$ cat src/rtl/mul_div_unit.sv
// Iterative multiply/divide unit holding the HI/LO registers.
// It takes WIDTH shift-add or restoring steps on operand magnitudes, then applies a sign fixup.
module mul_div_unit #(
  parameter int WIDTH = 32
) (
  input  logic             clk,
  input  logic             rst,
  input  logic             start,
  input  logic [2:0]       op,
  input  logic [WIDTH-1:0] a,
  input  logic [WIDTH-1:0] b,
  output logic             busy,
  output logic             done,
  output logic             div_by_zero,
  output logic [WIDTH-1:0] hi,
  output logic [WIDTH-1:0] lo
);

  localparam logic [2:0] OP_MULT  = 3'b000;
  localparam logic [2:0] OP_MULTU = 3'b001;
  localparam logic [2:0] OP_DIV   = 3'b010;
  localparam logic [2:0] OP_DIVU  = 3'b011;
  localparam logic [2:0] OP_MTHI  = 3'b100;
  localparam logic [2:0] OP_MTLO  = 3'b101;
  localparam int CW = $clog2(WIDTH);
  localparam logic [CW-1:0] LAST = CW'(WIDTH - 1);

  typedef enum logic [1:0] {IDLE, RUN, FIN} state_t;

  state_t             state_reg, state_next;
  logic [CW-1:0]      cnt_reg;
  logic [2*WIDTH-1:0] p_reg;
  logic [WIDTH-1:0]   opb_reg;
  logic               is_div_reg, neg_q_reg, neg_r_reg, dz_reg;
  logic [WIDTH-1:0]   hi_reg, lo_reg;
  logic               done_reg, dz_out_reg;

  logic               accept, signed_op, b_zero;
  logic [WIDTH-1:0]   mag_a, mag_b;
  logic [WIDTH:0]     add_sum, rem_shift, rem_diff;
  logic [2*WIDTH-1:0] step_next, prod_fix;
  logic [WIDTH-1:0]   quot, rem;

  assign accept    = start && (state_reg == IDLE);
  assign signed_op = ~op[0];
  assign b_zero    = (b == '0);
  assign mag_a     = (signed_op && a[WIDTH-1]) ? (~a + 1'b1) : a;
  assign mag_b     = (signed_op && b[WIDTH-1]) ? (~b + 1'b1) : b;

  // p_reg is {partial product, multiplier} for multiply and {remainder, quotient} for divide.
  always_comb begin
    add_sum   = {1'b0, p_reg[2*WIDTH-1:WIDTH]} + {1'b0, (p_reg[0] ? opb_reg : {WIDTH{1'b0}})};
    rem_shift = {p_reg[2*WIDTH-1:WIDTH], p_reg[WIDTH-1]};
    rem_diff  = rem_shift - {1'b0, opb_reg};
    step_next = {add_sum, p_reg[WIDTH-1:1]};
    if (is_div_reg) begin
      if (rem_diff[WIDTH])
        step_next = {rem_shift[WIDTH-1:0], p_reg[WIDTH-2:0], 1'b0};
      else
        step_next = {rem_diff[WIDTH-1:0], p_reg[WIDTH-2:0], 1'b1};
    end
  end

  assign prod_fix = neg_q_reg ? (~p_reg + 1'b1) : p_reg;
  assign quot     = p_reg[WIDTH-1:0];
  assign rem      = p_reg[2*WIDTH-1:WIDTH];

  always_comb begin
    state_next = state_reg;
    case (state_reg)
      IDLE: if (accept && !op[2]) state_next = (op[1] && b_zero) ? FIN : RUN;
      RUN:  if (cnt_reg == LAST) state_next = FIN;
      FIN:  state_next = IDLE;
      default: state_next = IDLE;
    endcase
  end

  always_ff @(posedge clk) begin
    if (rst) state_reg <= IDLE;
    else     state_reg <= state_next;
  end

  always_ff @(posedge clk) begin
    if (rst) begin
      cnt_reg    <= '0;
      p_reg      <= '0;
      opb_reg    <= '0;
      is_div_reg <= 1'b0;
      neg_q_reg  <= 1'b0;
      neg_r_reg  <= 1'b0;
      dz_reg     <= 1'b0;
      hi_reg     <= '0;
      lo_reg     <= '0;
      done_reg   <= 1'b0;
      dz_out_reg <= 1'b0;
    end else begin
      done_reg   <= 1'b0;
      dz_out_reg <= 1'b0;
      case (state_reg)
        IDLE: if (accept) begin
          case (op)
            OP_MTHI: hi_reg <= a;
            OP_MTLO: lo_reg <= a;
            OP_MULT, OP_MULTU: begin
              p_reg      <= {{WIDTH{1'b0}}, mag_b};
              opb_reg    <= mag_a;
              is_div_reg <= 1'b0;
              neg_q_reg  <= signed_op && (a[WIDTH-1] ^ b[WIDTH-1]);
              neg_r_reg  <= 1'b0;
              dz_reg     <= 1'b0;
              cnt_reg    <= '0;
            end
            OP_DIV, OP_DIVU: begin
              // A zero divisor keeps the raw dividend so it can be returned in HI.
              p_reg      <= {{WIDTH{1'b0}}, (b_zero ? a : mag_a)};
              opb_reg    <= mag_b;
              is_div_reg <= 1'b1;
              neg_q_reg  <= signed_op && (a[WIDTH-1] ^ b[WIDTH-1]);
              neg_r_reg  <= signed_op && a[WIDTH-1];
              dz_reg     <= b_zero;
              cnt_reg    <= '0;
            end
            default: ;
          endcase
        end
        RUN: begin
          p_reg   <= step_next;
          cnt_reg <= cnt_reg + 1'b1;
        end
        FIN: begin
          done_reg   <= 1'b1;
          dz_out_reg <= dz_reg;
          if (dz_reg) begin
            hi_reg <= p_reg[WIDTH-1:0];
            lo_reg <= '1;
          end else if (is_div_reg) begin
            lo_reg <= neg_q_reg ? (~quot + 1'b1) : quot;
            hi_reg <= neg_r_reg ? (~rem + 1'b1) : rem;
          end else begin
            {hi_reg, lo_reg} <= prod_fix;
          end
        end
        default: ;
      endcase
    end
  end

  assign busy        = (state_reg != IDLE);
  assign done        = done_reg;
  assign div_by_zero = dz_out_reg;
  assign hi          = hi_reg;
  assign lo          = lo_reg;

endmodule

$ cat config.mk
export PLATFORM = sky130hd
export DESIGN_NAME = mul_div_unit
export DESIGN_NICKNAME = d
export VERILOG_FILES = /design/src/rtl/mul_div_unit.sv
export SDC_FILE = /design/constraint.sdc
export NUM_CORES = 1
export LEC_CHECK = 0
export CAP_MARGIN = 25
export CELL_PAD_IN_SITES_DETAIL_PLACEMENT = 0
export CELL_PAD_IN_SITES_GLOBAL_PLACEMENT = 1
export CORE_MARGIN = 8
export CORE_UTILIZATION = 44
export CTS_CLUSTER_DIAMETER = 40
export DETAILED_ROUTE_END_ITERATION = 8
export PLACE_DENSITY_LB_ADDON = 0.1
export SLEW_MARGIN = 25
export SYNTH_ARGS = -nofsm -noshare
export SYNTH_HDL_FRONTEND = slang
export SYNTH_SLANG_ARGS = --single-unit
export TNS_END_PERCENT = 50
$ cat constraint.sdc
create_clock -name clk -period 4.25 [get_ports clk]
set_clock_uncertainty 0.05 [all_clocks]
set_input_delay 0.6375 -clock clk [delete_from_list [all_inputs] [get_ports clk]]
set_output_delay 0.6375 -clock clk [all_outputs]
set_load 0.005 [all_outputs]
==> results.cfg, run 1 <==
[status]
status = finished, final reports clean

[routing]
wire_per_inst_um = 25.4
firstDrtPassIters = 6
wl_um = 67700
drt_iter0_drc = 2019
drc_errors = 0
vias = 17000
via_per_inst = 6.40
postRouteAntennaNets = 0

[clocking]
cts_resized = 0
clockRootBuffer = clkbuf_16
htree_levels = 4
hold_buffers = 0
clock_latency_ns = 0.46
cts.path.max_buffers = 2
clkTransAtPathRegs_ns = 0.08
cts_made_buffers = 17
clock_sinks = 173
cts_setup_buffers = 0
cts_tree = built

[layout]
largest_register_ffs = 64
diodes = 0
fin_util_pct = 52.0
nFillCells = 3570
design_area_um2 = 18000
area_growth_pct = 16.7
drive_gt1_share_pct = 7.88
nets = 2339

[synthesis]
netlist_area_um2 = 15400
synth-edff-count = 0
syn_nets = 2266
yosysTopAreaCellShare_pct = 22.5
synthFlopType = dfxtp_1
synthArstFlopShare_pct = 0
syn_inst = 2124
yosys.area.top_type = dfxtp_1
ys_ff_latch = 173
ys_top_cells_by_area = dfxtp_1 22%, a21oi_1 7.3%, xnor2_1 6.3%
ys_warn_count = 0
postSynthAreaPerCell_um2 = 7.25
yosysUniqueCellTypes = 83
yosysSeqAreaShare_pct = 22.5

[place]
place_area_um2 = 17400
hpwl_um = 52400
gp_congestion = 0.991
io_buffers = 136

[power_and_ir_drop]
max-vdd-ir-drop_mv = 0.332
total_leakage_power_nw = 6.91
powerDensity_nw_per_um2 = 339

[sta]
min_period_over_period_pct = 95.7
drv_slew = 0
worst_slew_pin_slew_ns = 1.04
fmax_ghz = 0.246
setup_violations = 0
tns_ns = 0
hold_violations = 0
slew_headroom_pct = 30.5
rsz0062_at_grt = false
period_needed_ns = 4.07

[worst_setup_path]
cp.arrival_ns = 4.40
cp_max_fo = 8
endpoint_kind = flop
required_ns = 4.58
worstSetupPathType = reg -> reg
cp-start-kind = flop

[die]
die_width_um = 203
fp.dieH_um = 203
die_area_um2 = 41200
rows = 68
start_util_pct = 44.6
io_pins = 137
core_region_area_um2 = 34500

[flow_run]
maxCapViolations = 0

[global_route]
overflow = 0
track_usage_pct = 31.8
first_global_vias = 15800
grt_first_pass_wirelength_um = 101000
grt_start_max_net_pins = 45
antenna_found_initial = 2

[min_path]
hold_class = reg -> reg
[critical path, cell delays in order, from the launching register on]
cell and delay [ns]:
dfxtp_1 0.57, and2_1 0.20, ha_1 0.20, inv_1 0.07, fa_1 0.39, nand2b_1 0.18
a21oi_1 0.22, o2111ai_1 0.26, a21oi_1 0.72, a21oi_1 0.25, o21ai_0 0.29, xnor2_1 0.10
a211o_1 0.29, a22oi_1 0.16
[power by group]
| group | internal [mW] | switching (mW) | total [mW] |
|---|---|---|---|
| clock network | 0.897 | 0.782 | 1.68 |
| registers | 1.75 | 0.212 | 1.97 |
| logic | 0.917 | 1.52 | 2.44 |
| total | 3.57 | 2.52 | 6.08 |
[kinds of logic after synthesis]
kind of cell / synth area share [%]
and+or+nand+nor: 21.7
muxes: 3.65
adders and majority gates: 5.95
AOI/OAI and AO/OA: 29.3
xor gates and xnor gates: 11.1
DFF: 22.5
buffers and inverters: 5.84
[layout make-up]
cell class / count / area [um^2] / area share [%]
clock buffer: 19 / 443 / 2.46
clock inverter: 12 / 151 / 0.843
inverter: 63 / 236 / 1.32
multi-input combinational: 1718 / 11100 / 61.6
sequential: 173 / 3460 / 19.3
tap: 455 / 569 / 3.17
timing repair buffer: 224 / 2030 / 11.3
[metal layers]
layer  vias up  share of wire, %  GRT usage, %  wire length (um)
met5         -                 0             0                 0
met4         0               3.4          10.9              2310
met3       113                10          6.39              6930
met2       936                40          44.6             27300
met1      8151                46          47.2             31200
li1       7848                 -             -                 -
[synth_stat cells (all sizes together) (20+ instances only)]
| cell type | count |
|---|---|
| nor4 | 26 |
| ha | 70 |
| o21ai | 132 |
| a21oi | 226 |
| o22ai | 22 |
| o211ai | 35 |
| nand3 | 31 |
| or3 | 22 |
| nor2 | 224 |
| a21o | 29 |
| a31oi | 26 |
| nor3 | 47 |
| dfxtp | 173 |
| buf | 30 |
| o31ai | 20 |
| a211oi | 39 |
| inv | 63 |
| clkbuf | 140 |
| nand2 | 225 |
| mux2i | 55 |
| o221ai | 35 |
| a22oi | 22 |
| xor2 | 83 |
| xnor2 | 111 |
[layout by cell type (no fill, tap or decap), drive strengths merged, types with 29 or more instances in the layout]
| cell type | count |
|---|---|
| buf | 90 |
| xnor2 | 111 |
| o21ai | 132 |
| dfxtp | 173 |
| o221ai | 35 |
| nor3 | 47 |
| nor2 | 224 |
| mux2i | 55 |
| inv | 69 |
| a211oi | 39 |
| ha | 70 |
| clkdlybuf4s50 | 134 |
| a21o | 29 |
| nand2 | 225 |
| xor2 | 83 |
| o211ai | 35 |
| nand3 | 31 |
| a21oi | 226 |
[metrics by stage]
stage | hold WS (ns) | worst slack (ns) | power, mW | instances
6_report | 0.399 | 0.183 | 6.08 | 2664
3_5_place_dp | 0.394 | 0.268 | 4.36 | 2633
4_1_cts | 0.404 | 0.316 | 6.02 | 2664
5_1_grt | 0.419 | 0.0566 | 6.35 | 2664
3_3_place_gp | 0.384 | 0.333 | 4.36 | 2633
2_1_floorplan | 0.382 | 1.03 | 3.48 | 2124
[worst paths after layout]
path	start	endpoint	slack, ns	depth (start not counted)
max	p_reg[0]	p_reg[57]	0.18	13
min	lo[5]	lo[5]	0.40	2
max reg2reg	p_reg[0]	p_reg[57]	0.18	13
min reg2reg	lo[5]	lo[5]	0.40	2
(Power assumes the default switching activity.)
==> inputs of run 2 (changes only) <==
Settings changed: CORE_ASPECT_RATIO set to 0.5.
==> run 2 against run 1 <==
  * Core utilization decreased by 0.21 points
  * Sequential cell count unchanged
  * Setup slack improved by 0.27 ns
  * Non-clock buffer count decreased by 14
  * Global-route usage decreased by 2.3 points
  * Via count decreased by 2.0%
  * Critical endpoint is now p_reg[60]
  * Clock power decreased by 2%
  * Sequential power about the same
  * Wire length decreased by 5.6%
  * Fmax increased by 7.0%
==> results.cfg, run 2 (same netlist as run 1, synthesis figures left out) <==
[routing]
wl_um = 63900
drt_iter0_drc = 1783
firstDrtPassIters = 5
drc_errors = 0
wire_per_inst_um = 23.9
vias = 16700
via_per_inst = 6.26
postRouteAntennaNets = 0

[die]
io_pins = 137
core_region_area_um2 = 34500
rows = 48
fp.dieH_um = 148
die_area_um2 = 41600
start_util_pct = 44.7
die_width_um = 281

[layout]
fin_util_pct = 51.8
final_common_cell = a21oi_1
nets = 2325
final_cell_mix = 226 x a21oi_1, 223 x nand2_1, 221 x nor2_1, 172 x dfxtp_1, 134 x clkdlybuf4s50_1
nFillCells = 3543
drive_gt1_share_pct = 7.29
largest_register_ffs = 64
fin_cells = 2671
area_growth_pct = 16.0

[power_and_ir_drop]
switching_share_pct = 41.7
pwr-share-clk_pct = 27.4
total_leakage_power_nw = 6.83
powerDensity_nw_per_um2 = 335
internal_power_mw = 3.49
switching_power_mw = 2.50
combPwrFrac_pct = 40.0
max-vdd-ir-drop_mv = 0.334
pwr-share-seq_pct = 32.6

[status]
status = finished, final reports clean

[sta]
rsz0062_at_grt = false
setup_violations = 0
period_needed_ns = 3.80
worst_slew_pin_slew_ns = 0.969
drv_slew = 0
min_period_over_period_pct = 89.4
tns_ns = 0
fmax_ghz = 0.263
slew_headroom_pct = 35.4
hold_violations = 0

[global_route]
antenna_found_initial = 4
grt_first_pass_wirelength_um = 95500
gr-max-usage-layer = met2
grt_start_max_net_pins = 75
track_usage_pct = 29.5
first_global_vias = 15200
overflow = 0
gr-usage-met1_pct = 40.6
grtUsageMet3_pct = 8.35
use_met2_pct = 45.0

[worst_setup_path]
crit_chain = inv_1 > buf_12 > nor2_1 > ha_1 > o21ai_0 > o21ai_0 > buf_4 > nand3_1 > a211o_1 > a211oi_1 > a311oi_1 > xnor2_1 > nor2_1 > o41ai_1
max_stage_delay_ns = 0.73
worstSetupPathType = reg -> reg
slowest_stage = a211oi_1
crit_family = compound AO/OA/AOI/OAI gates
cp_max_fo = 14
cp.arrival_ns = 4.11
worstPathBufferInverterCount = 3
endpoint_kind = flop
required_ns = 4.56
cp-start-kind = flop

[clocking]
htree_levels = 4
cts_resized = 0
cts_tree = built
clock_sinks = 173
hold_buffers = 0
clock_latency_ns = 0.46
cts_setup_buffers = 0
cts.path.max_buffers = 2
clkTransAtPathRegs_ns = 0.08
cts_made_buffers = 17
clockRootBuffer = clkbuf_16

[flow_run]
maxCapViolations = 0

[place]
dp_cells = 2639
gp_congestion = 0.993
io_buffers = 136
hpwl_um = 49200

[min_path]
hold_class = reg -> reg
-- run 2: metal layers --
metal	wire length [um]	part of all wire, %
met1	28400	44
met2	27200	43
met3	6770	11
met4	1480	2.3
met5	41	0.064
-- run 2: layout make-up --
cell class | count | area (um^2) | share of cell area (%)
clock buffer | 18 | 439 | 2.46
tap | 475 | 594 | 3.33
inverter | 63 | 236 | 1.32
multi-input combinational | 1718 | 11100 | 62.0
sequential | 173 | 3460 | 19.4
clock inverter | 13 | 134 | 0.750
antenna | 1 | 2.50 | 0.0140
timing repair buffer | 210 | 1920 | 10.8
-- run 2: path summary, 6_finish.rpt --
check	slack (ns)	end	from	cells after the start
setup / recovery	0.45	p_reg[60]	p_reg[0]	14
hold / removal	0.40	lo[5]	lo[5]	2
setup reg to reg	0.45	p_reg[60]	p_reg[0]	14
hold reg to reg	0.40	lo[5]	lo[5]	2
-- run 2: power by group through the flow --
stage	Combinational (mW)	Clock (mW)	Sequential [mW]
final	2.40	1.64	1.95
after global routing	2.56	1.71	1.97
after CTS	2.34	1.65	1.95
after detailed placement	2.32	0	1.98
after global placement	2.33	0	1.98
after floorplan	1.62	0	1.87
-- run 2: through the flow --
stage | power, mW | setup slack, ns | area [um^2] | hold slack [ns]
2_1_floorplan | 3.48 | 1.03 | 15400 | 0.382
3_3_place_gp | 4.31 | 0.497 | 17300 | 0.387
3_5_place_dp | 4.31 | 0.436 | 17300 | 0.394
4_1_cts | 5.93 | 0.514 | 17900 | 0.404
5_1_grt | 6.24 | 0.186 | 17900 | 0.421
6_report | 5.99 | 0.449 | 17900 | 0.402
-- run 2: worst min-delay path: stages, from the launching register on --
cell,delay (ns)
dfxtp_1,0.31
nand2_1,0.05
a21oi_1,0.05
==> inputs of run 3 (changes only) <==
Settings changed: CORE_UTILIZATION 44 to 47, REMOVE_ABC_BUFFERS set to 1.
Clock period 4.25 ns to 4.85 ns, I/O delays scaled along.
==> run 3 against run 2 <==
  * Core utilization rose by 3.1 points
  * First-iteration DRC count rose by 19%
  * Cell count fell by 2.9%
  * Global-route usage rose by 2.2 points
  * Sequential power fell by 10%
  * Design area fell by 1.7%
  * Via count rose by 0.54%
  * Setup slack improved by 0.48 ns
  * Highest routed layer is now met4
==> results.cfg, run 3 (same netlist as run 1, synthesis figures left out) <==
[layout]
largest_register_ffs = 64
design_area_um2 = 17600
seqCellArea_um2 = 3460
nets = 2294
multiInputGateArea_um2 = 11100
drive_gt1_share_pct = 5.87
diodes = 0
final_cell_mix = 226 x a21oi_1, 223 x nand2_1, 221 x nor2_1, 172 x dfxtp_1, 134 x clkdlybuf4s50_1
final_common_cell = a21oi_1
nFillCells = 3177
area_growth_pct = 14.0

[clocking]
hold_buffers = 0
clock_sinks = 173
cts_made_buffers = 17
htree_levels = 4
clkTransAtPathRegs_ns = 0.08
cts.path.max_buffers = 2
clock_latency_ns = 0.46
cts_resized = 0
clockRootBuffer = clkbuf_16
cts_setup_buffers = 0
cts_tree = built

[die]
fp.dieH_um = 144
die_width_um = 272
io_pins = 137
rows = 46
die_area_um2 = 39200
core_region_area_um2 = 31900
start_util_pct = 48.2

[power_and_ir_drop]
max-vdd-ir-drop_mv = 0.265
powerDensity_nw_per_um2 = 297
pwr-share-seq_pct = 33.5
pwr-share-clk_pct = 25.8
switching_share_pct = 42.3
switching_power_mw = 2.21
combPwrFrac_pct = 40.6
total_leakage_power_nw = 6.65
internal_power_mw = 3.01

[place]
gp_congestion = 1.04
io_buffers = 136
place_area_um2 = 17000
hpwl_um = 48700

[routing]
drc_errors = 0
vias = 16800
via_per_inst = 6.48
wire_per_inst_um = 25.0
postRouteAntennaNets = 0
firstDrtPassIters = 8
drt_iter0_drc = 2116
wl_um = 64900

[worst_setup_path]
cp_max_fo = 30
cp.arrival_ns = 4.22
endpoint_kind = flop
cp-start-kind = flop
crit_chain = buf_4 > inv_1 > buf_4 > nor2_1 > ha_1 > nand4_1 > nor3_1 > nand3_1 > a211o_1 > a211oi_1 > a311oi_1 > xnor2_1 > nor2_1 > o41ai_1
max_stage_delay_ns = 0.61
worstSetupPathType = reg -> reg
crit_family = compound AO/OA/AOI/OAI gates
worstPathBufferInverterCount = 3
cp-startpoint = p_reg[0]
worstReg2RegStart = p_reg[0]
slowest_stage = a211oi_1
required_ns = 5.15

[global_route]
overflow = 0
grt_start_max_net_pins = 67
grt_first_pass_wirelength_um = 96400
antenna_found_initial = 1
track_usage_pct = 31.8
first_global_vias = 15200

[sta]
rsz0062_at_grt = false
min_period_over_period_pct = 80.8
fmax_ghz = 0.255
period_needed_ns = 3.92
tns_ns = 0
drv_slew = 0
slew_headroom_pct = 32.2
hold_violations = 0
worst_slew_pin_slew_ns = 1.01
setup_violations = 0

[min_path]
worstHoldStart = lo[29]
hold_class = reg -> reg

[status]
status = finished, final reports clean

[flow_run]
maxCapViolations = 0
==> run 3: path summary, 6_finish.rpt <==
check / endpoint / slack, ns / cells past startpoint
worst max-delay path: p_reg[60] / 0.93 / 14
worst min-delay path: lo[29] / 0.40 / 2
worst max register to register: p_reg[60] / 0.93 / 14
worst min register to register: lo[29] / 0.40 / 2
==> run 3: power by group through the flow <==
stage                     Sequential, mW  Combinational (mW)  Clock [mW]
after floorplan                     1.70                1.27           0
final                               1.75                2.12        1.35
after global placement              1.76                2.06           0
after global routing                1.76                2.26        1.41
after CTS                           1.73                2.06        1.35
after detailed placement            1.76                2.05           0
==> run 3: per-stage QoR <==
stage	utilization, %	power, mW	hold WS (ns)	instances	setup WS, ns
after floorplan	-	2.97	0.376	1954	0.715
after global placement	53.3	3.82	0.388	2565	0.947
after detailed placement	53.3	3.81	0.391	2565	0.843
after CTS	54.9	5.14	0.405	2594	1.03
after global routing	54.9	5.43	0.428	2594	0.704
final	54.9	5.22	0.401	2594	0.932
==> run 3: final cells by class <==
class                           count  share of cell area [%]
Clock inverter                     10                   0.485
Clock buffer                       19                    2.58
Timing Repair Buffer              179                    9.70
Tap cell                          432                    3.08
Sequential cell                   173                    19.7
Multi-Input combinational cell   1718                    63.1
Inverter                           63                    1.35
==> run 3: tightest hold or removal path: cells and delay by family (launching register included) <==
family,cells,cell delay (ns)
AOI/OAI and AO/OA,1,0.05
and+or+nand+nor,1,0.05
DFF,1,0.31
==> run 3: routing by layer <==
layer | vias up | share of wire, % | track usage [%]
li1 | 7764 | - | -
met1 | 7926 | 45 | 46.2
met2 | 1013 | 40 | 45.0
met3 | 100 | 13 | 9.49
met4 | 0 | 2.1 | 7.70
met5 | - | 0 | 0
